[src/rtl/shifter_8bit.sv]
// Registered 8-bit barrel rotator: rotates the operand left or right by 0-7
// positions with one cycle of latency.
module shifter_8bit (
    input  logic       clk,
    input  logic       rst,
    input  logic [7:0] a,
    input  logic [2:0] s,
    input  logic       lr,
    output logic [7:0] y
);

    logic [7:0] left_1;
    logic [7:0] left_2;
    logic [7:0] left_4;
    logic [7:0] right_1;
    logic [7:0] right_2;
    logic [7:0] right_4;
    logic [7:0] rot_result;

    // Two independent log-stage chains; the direction mux sits after the last stage.
    always_comb begin
        left_1  = s[0] ? {a[6:0], a[7]}           : a;
        left_2  = s[1] ? {left_1[5:0], left_1[7:6]} : left_1;
        left_4  = s[2] ? {left_2[3:0], left_2[7:4]} : left_2;

        right_1 = s[0] ? {a[0], a[7:1]}             : a;
        right_2 = s[1] ? {right_1[1:0], right_1[7:2]} : right_1;
        right_4 = s[2] ? {right_2[3:0], right_2[7:4]} : right_2;

        rot_result = lr ? right_4 : left_4;
    end

    always_ff @(posedge clk) begin
        if (rst) begin
            y <= 8'h00;
        end else begin
            y <= rot_result;
        end
    end

endmodule

[config.mk]
export PLATFORM = sky130hd
export DESIGN_NAME = shifter_8bit
export DESIGN_NICKNAME = d
export VERILOG_FILES = /design/src/rtl/shifter_8bit.sv
export SDC_FILE = /design/constraint.sdc
export NUM_CORES = 1
export LEC_CHECK = 0
export ABC_AREA = 1
export CELL_PAD_IN_SITES_DETAIL_PLACEMENT = 1
export CELL_PAD_IN_SITES_GLOBAL_PLACEMENT = 2
export CORE_MARGIN = 2
export CORE_UTILIZATION = 27
export DETAILED_ROUTE_END_ITERATION = 8
export PLACE_DENSITY = 0.8
export SLEW_MARGIN = 30
export SYNTH_ARGS = -nofsm -noshare
export SYNTH_HDL_FRONTEND = slang
export SYNTH_SLANG_ARGS = --single-unit
export TNS_END_PERCENT = 1
[constraint.sdc]
create_clock -name clk -period 2.2 [get_ports clk]
set_input_delay 0.44 -clock clk [delete_from_list [all_inputs] [get_ports clk]]
set_output_delay 0.44 -clock clk [all_outputs]
set_load 0.05 [all_outputs]
# [Word level (Yosys, flattened, before mapping)]
# Cells that the tools add are included.
[word_totals] ramBits=0 wordCells=8 regBits=8 romBits=0 memories=0 latchBits=0
[op_classes] reduce_logical=0 n_mux=7 n_shift=0 n_lt_le_gt_ge=0 div_mod_pow=0 bitwise_logic=0 n_mul=0 eq_ne=0 add_sub_neg=0
[ops] op="8-bit two-way mux" count=7

# [Longest topological paths before layout]
[logic_depth] word_depth=4 mapped_depth=8 mapped_depth_nobuf=7

# [Least setup slack after synthesis]
# No wires, ideal clock.
[synth_timing] path_kind="in2reg" start="in s[1]" end="reg y[6]" setup_time_ps=137 setup_slack_ps=992 t_arrival_ps=1071 path_stages=8 cell_sequence="buf_6 inv_4 buf_6 nand3_2 nand3_1 nand2_1 nand2_1 a21oi_2"
[synth_between] elab_chain_cells=3 elab_cells_between_ends=5
[synth_rtl] element="from (decl)" line_no="7" text="input logic [2:0] s,"
[synth_rtl] element="8-bit two-way mux (on tied branches)" line_no="23, 27"
[synth_rtl] element="8-bit two-way mux (on tied branches)" line_no="24, 28"
[synth_rtl] element="8-bit two-way mux (*)" line_no="30" text="rot_result = lr ? right_4 : left_4;"
[synth_rtl] element="to (signal assigned)" line_no="37" text="y <= rot_result;"
[synth_rtl] element="to (decl)" line_no="9" text="output logic [7:0] y"
# Mark *: on every way between the ends. The rest lies on a longest branch, timed or not.
# A chain may end at the register's enable or synchronous reset.

# [Worst setup path after layout]
[layout_timing] start="in s[0]" end="reg y[4]"
[layout_between] elab_chain_cells=4 elab_cells_between_ends=7
[layout_rtl] element="8-bit two-way mux (on tied branches)" line_no="22, 26"
[layout_rtl] element="8-bit two-way mux (on tied branches)" line_no="23, 27"
[layout_rtl] element="8-bit two-way mux (on tied branches)" line_no="24, 28"
[layout_rtl] element="8-bit two-way mux (*)" line_no="30"
# Marked as above.

==> results.md <==
* Mean Syn Cell Area at around 6.4 sq um
* Initial core utilization at 27.50%
* Die ar. at 3824 sq um
* Switching power at 0.0002140 W
* Rows at 21
* Via density at 5.029
* Most Frequent Cell on Critical Path: nand2_1
* Synthesized Nets at roughly 160
* Period utilization at 82.50%
* Vias in the first global route at 1026
* Top Layer Used: met3
* Final Util at approximately a third
* Die W at 61.84 um
* Post_cts resized at 0
* # port buffers at 21
* Max Cap Viol at 0
* Antenna fix cells at 0
* DR DRC count at 0
* Dpl hpwl at about 2.3 mm
* Clock share of power at 19.8%
* RSZ-0062 raised after global routing: no
* Max FFs per register at 8
* Worst Tran Pin Value at between 0.5 and 0.6 ns
* Synthesized netlist cell count at 141
* CP Capture Type: flop
* Kind of critical path: input port to flop
* CP peak stage delay at 0.76 ns
* Post-route setup slack at 0.3850 ns
* Global route overflow at 0
* H-tree levels at 1
* Syn. warnings at 0
* Internal Pwr Total at 0.0003143 W
* Placed cells at 201
* Hold_buf cts at 0
* Post-CTS setup buffer count at 0
* Net Sw Frac at ~41%
* Pin count of the biggest net entering global routing at 17
* Share of layout cells above drive strength 1 at 23.42%
* First-pass GRT wire length at 4.498 mm
* Critical Path RT at about 2.4 ns
* Multi-input gate area at 648.1 sq um
* Fin. Hold Viols at 0
* Hold slack at 0.9952 ns
* CORE AREA at 3284 sq um
* Clk sinks at 8
* Metal3 WL at 25 um
* Layout Cells excl Fill at between 200 and 250
* Final Max Slew Viols at 0
* Share of the synthesized area in the top cell type at 29.92%
* CP Max Fanout at 9
* DR iter-0 viols at 70
* WL met1 at ~1.2 mm
* Post-synthesis cell type count at 13
* Synth area leader: nand3_1
* Fillers at 431
* Setup crit start kind: input port
* TNS Setup at 0 ns
* Largest buffer count on any clock path at 2
* Area grow syn2layout at 26.18%
* Register name with the most flops: y
* Seq pwr share at 30.4%
* Worst Path Arrival at 1.98 ns
* Worst hold path type: input port to flop
* WL final at 2.741 mm
* Final setup fails at 0
* Post-place setup slack at 0.1318 ns
* Post-DRT Antenna Nets at 0
* I/O pin count at 22
* Period minus WS final at 1.815 ns
* Status: finished clean
* Final GP Congestion at 0.7926
* Clock-pin transition on the worst setup and hold timing paths at about 0.050 ns
* Die H at 61.84 um
* Crit path cell chain: clkdlybuf4s50_1, nand2_1, nand3_1, nand3_1, nand2_1, nand2_1, a21oi_2
* Top flop regs: y: 8 flops
* Reg area at between 150 and 200 sq um
* TritonCTS Buffers at 3
* Drt first pass iters at 4
* Leakage power total at 0.4976 nW
* Drt wl/cell at 13.44 um
* Crit-path slowest cell: clkdlybuf4s50_1
* Max Freq at about 550 MHz
* Root Driver: clkbuf_4
* Initial antenna violation count at 0
* Rel. slew slack at 66.34%
* Routed vias at 1026
* Pwr dens at 463.5 nW/um^2
* All-Layer GR Usage at 15.36%
* NumNets Final at 174
* Seq/Total Area, Yosys at approximately 18%
* Synth area leaders: nand3_1, dfxtp_1, nand2_1, nand3_2, a21oi_2
* Combinational Power Share at 49.8%
* Maximum VDD drop at 0.1449 mV
* Most frequent cells in the layout: nand3_1, nand2_1, clkdlybuf4s50_1, nand2_2, nand3_2
* Metal2 WL at between 1 and 1.5 mm
* CTS tree: done
* Number of synthesized register bits at 8
* Most common cell after layout, fill and taps aside: nand3_1
* Post-Syn Area at 903.4 sq um
power groups by stage:
| stage | combinational [W] | clock (W) | sequential (W) |
|---|---|---|---|
| after floorplan | 0.000144 | 0 | 0.000208 |
| after global placement | 0.000260 | 0 | 0.000164 |
| after detailed placement | 0.000264 | 0 | 0.000164 |
| after CTS | 0.000265 | 0.000111 | 0.000161 |
| after global routing | 0.000287 | 0.000119 | 0.000161 |
| final | 0.000263 | 0.000105 | 0.000161 |
layer usage:
metal	global-route usage [%]	up-vias
met5	0	-
met4	0.9119	0
met3	2.692	0
met2	27.97	5
met1	19.78	501
li1	-	520
stage by stage:
| step | total power (W) | area, sq um |
|---|---|---|
| CTS | 0.0005369 | 1140 |
| floorplan | 0.0003518 | 903.4 |
| global placement | 0.0004234 | 1117 |
| global route | 0.0005675 | 1140 |
| detailed placement | 0.0004278 | 1117 |
| finish | 0.0005284 | 1140 |
Yosys cell counts:
library cell  count
a21oi_2           8
buf_1             1
buf_2             4
buf_6             4
clkinv_2          1
dfxtp_1           8
inv_1             1
inv_4             1
inv_8             1
nand2_1          37
nand2_2          11
nand3_1          54
nand3_2          10
path summary, 6_finish.rpt:
path / startpoint / endpoint / slack [ns] / depth (start not counted)
setup / recovery: s[0] / y[4] / 0.39 / 7
hold / removal: lr / y[7] / 1.0 / 3
kinds of logic (layout without fill, tap and decap cells):
logic type | after synthesis | count (layout) | synth area share, %
simple gates | 112 | 112 | 63.99
compound gates | 8 | 8 | 7.757
flops | 8 | 8 | 17.73
buf+inv | 13 | 30 | 10.53
critical path, delay by kind of cell:
kind / cells / cell delay, ns
buffers and inverters: 1 / 0.76
AND/OR/NAND/NOR: 5 / 0.67
AO/OA/AOI/OAI: 1 / 0.12
area by class of cell:
| cell class | count | share of cell area [%] |
|---|---|---|
| Timing Repair Buffer | 23 | 19.76 |
| Tap cell | 46 | 5.049 |
| Inverter | 4 | 2.305 |
| Sequential cell | 8 | 14.05 |
| Clock buffer | 3 | 1.976 |
| Multi-Input combinational cell | 120 | 56.86 |
(Power assumes the default switching activity.)
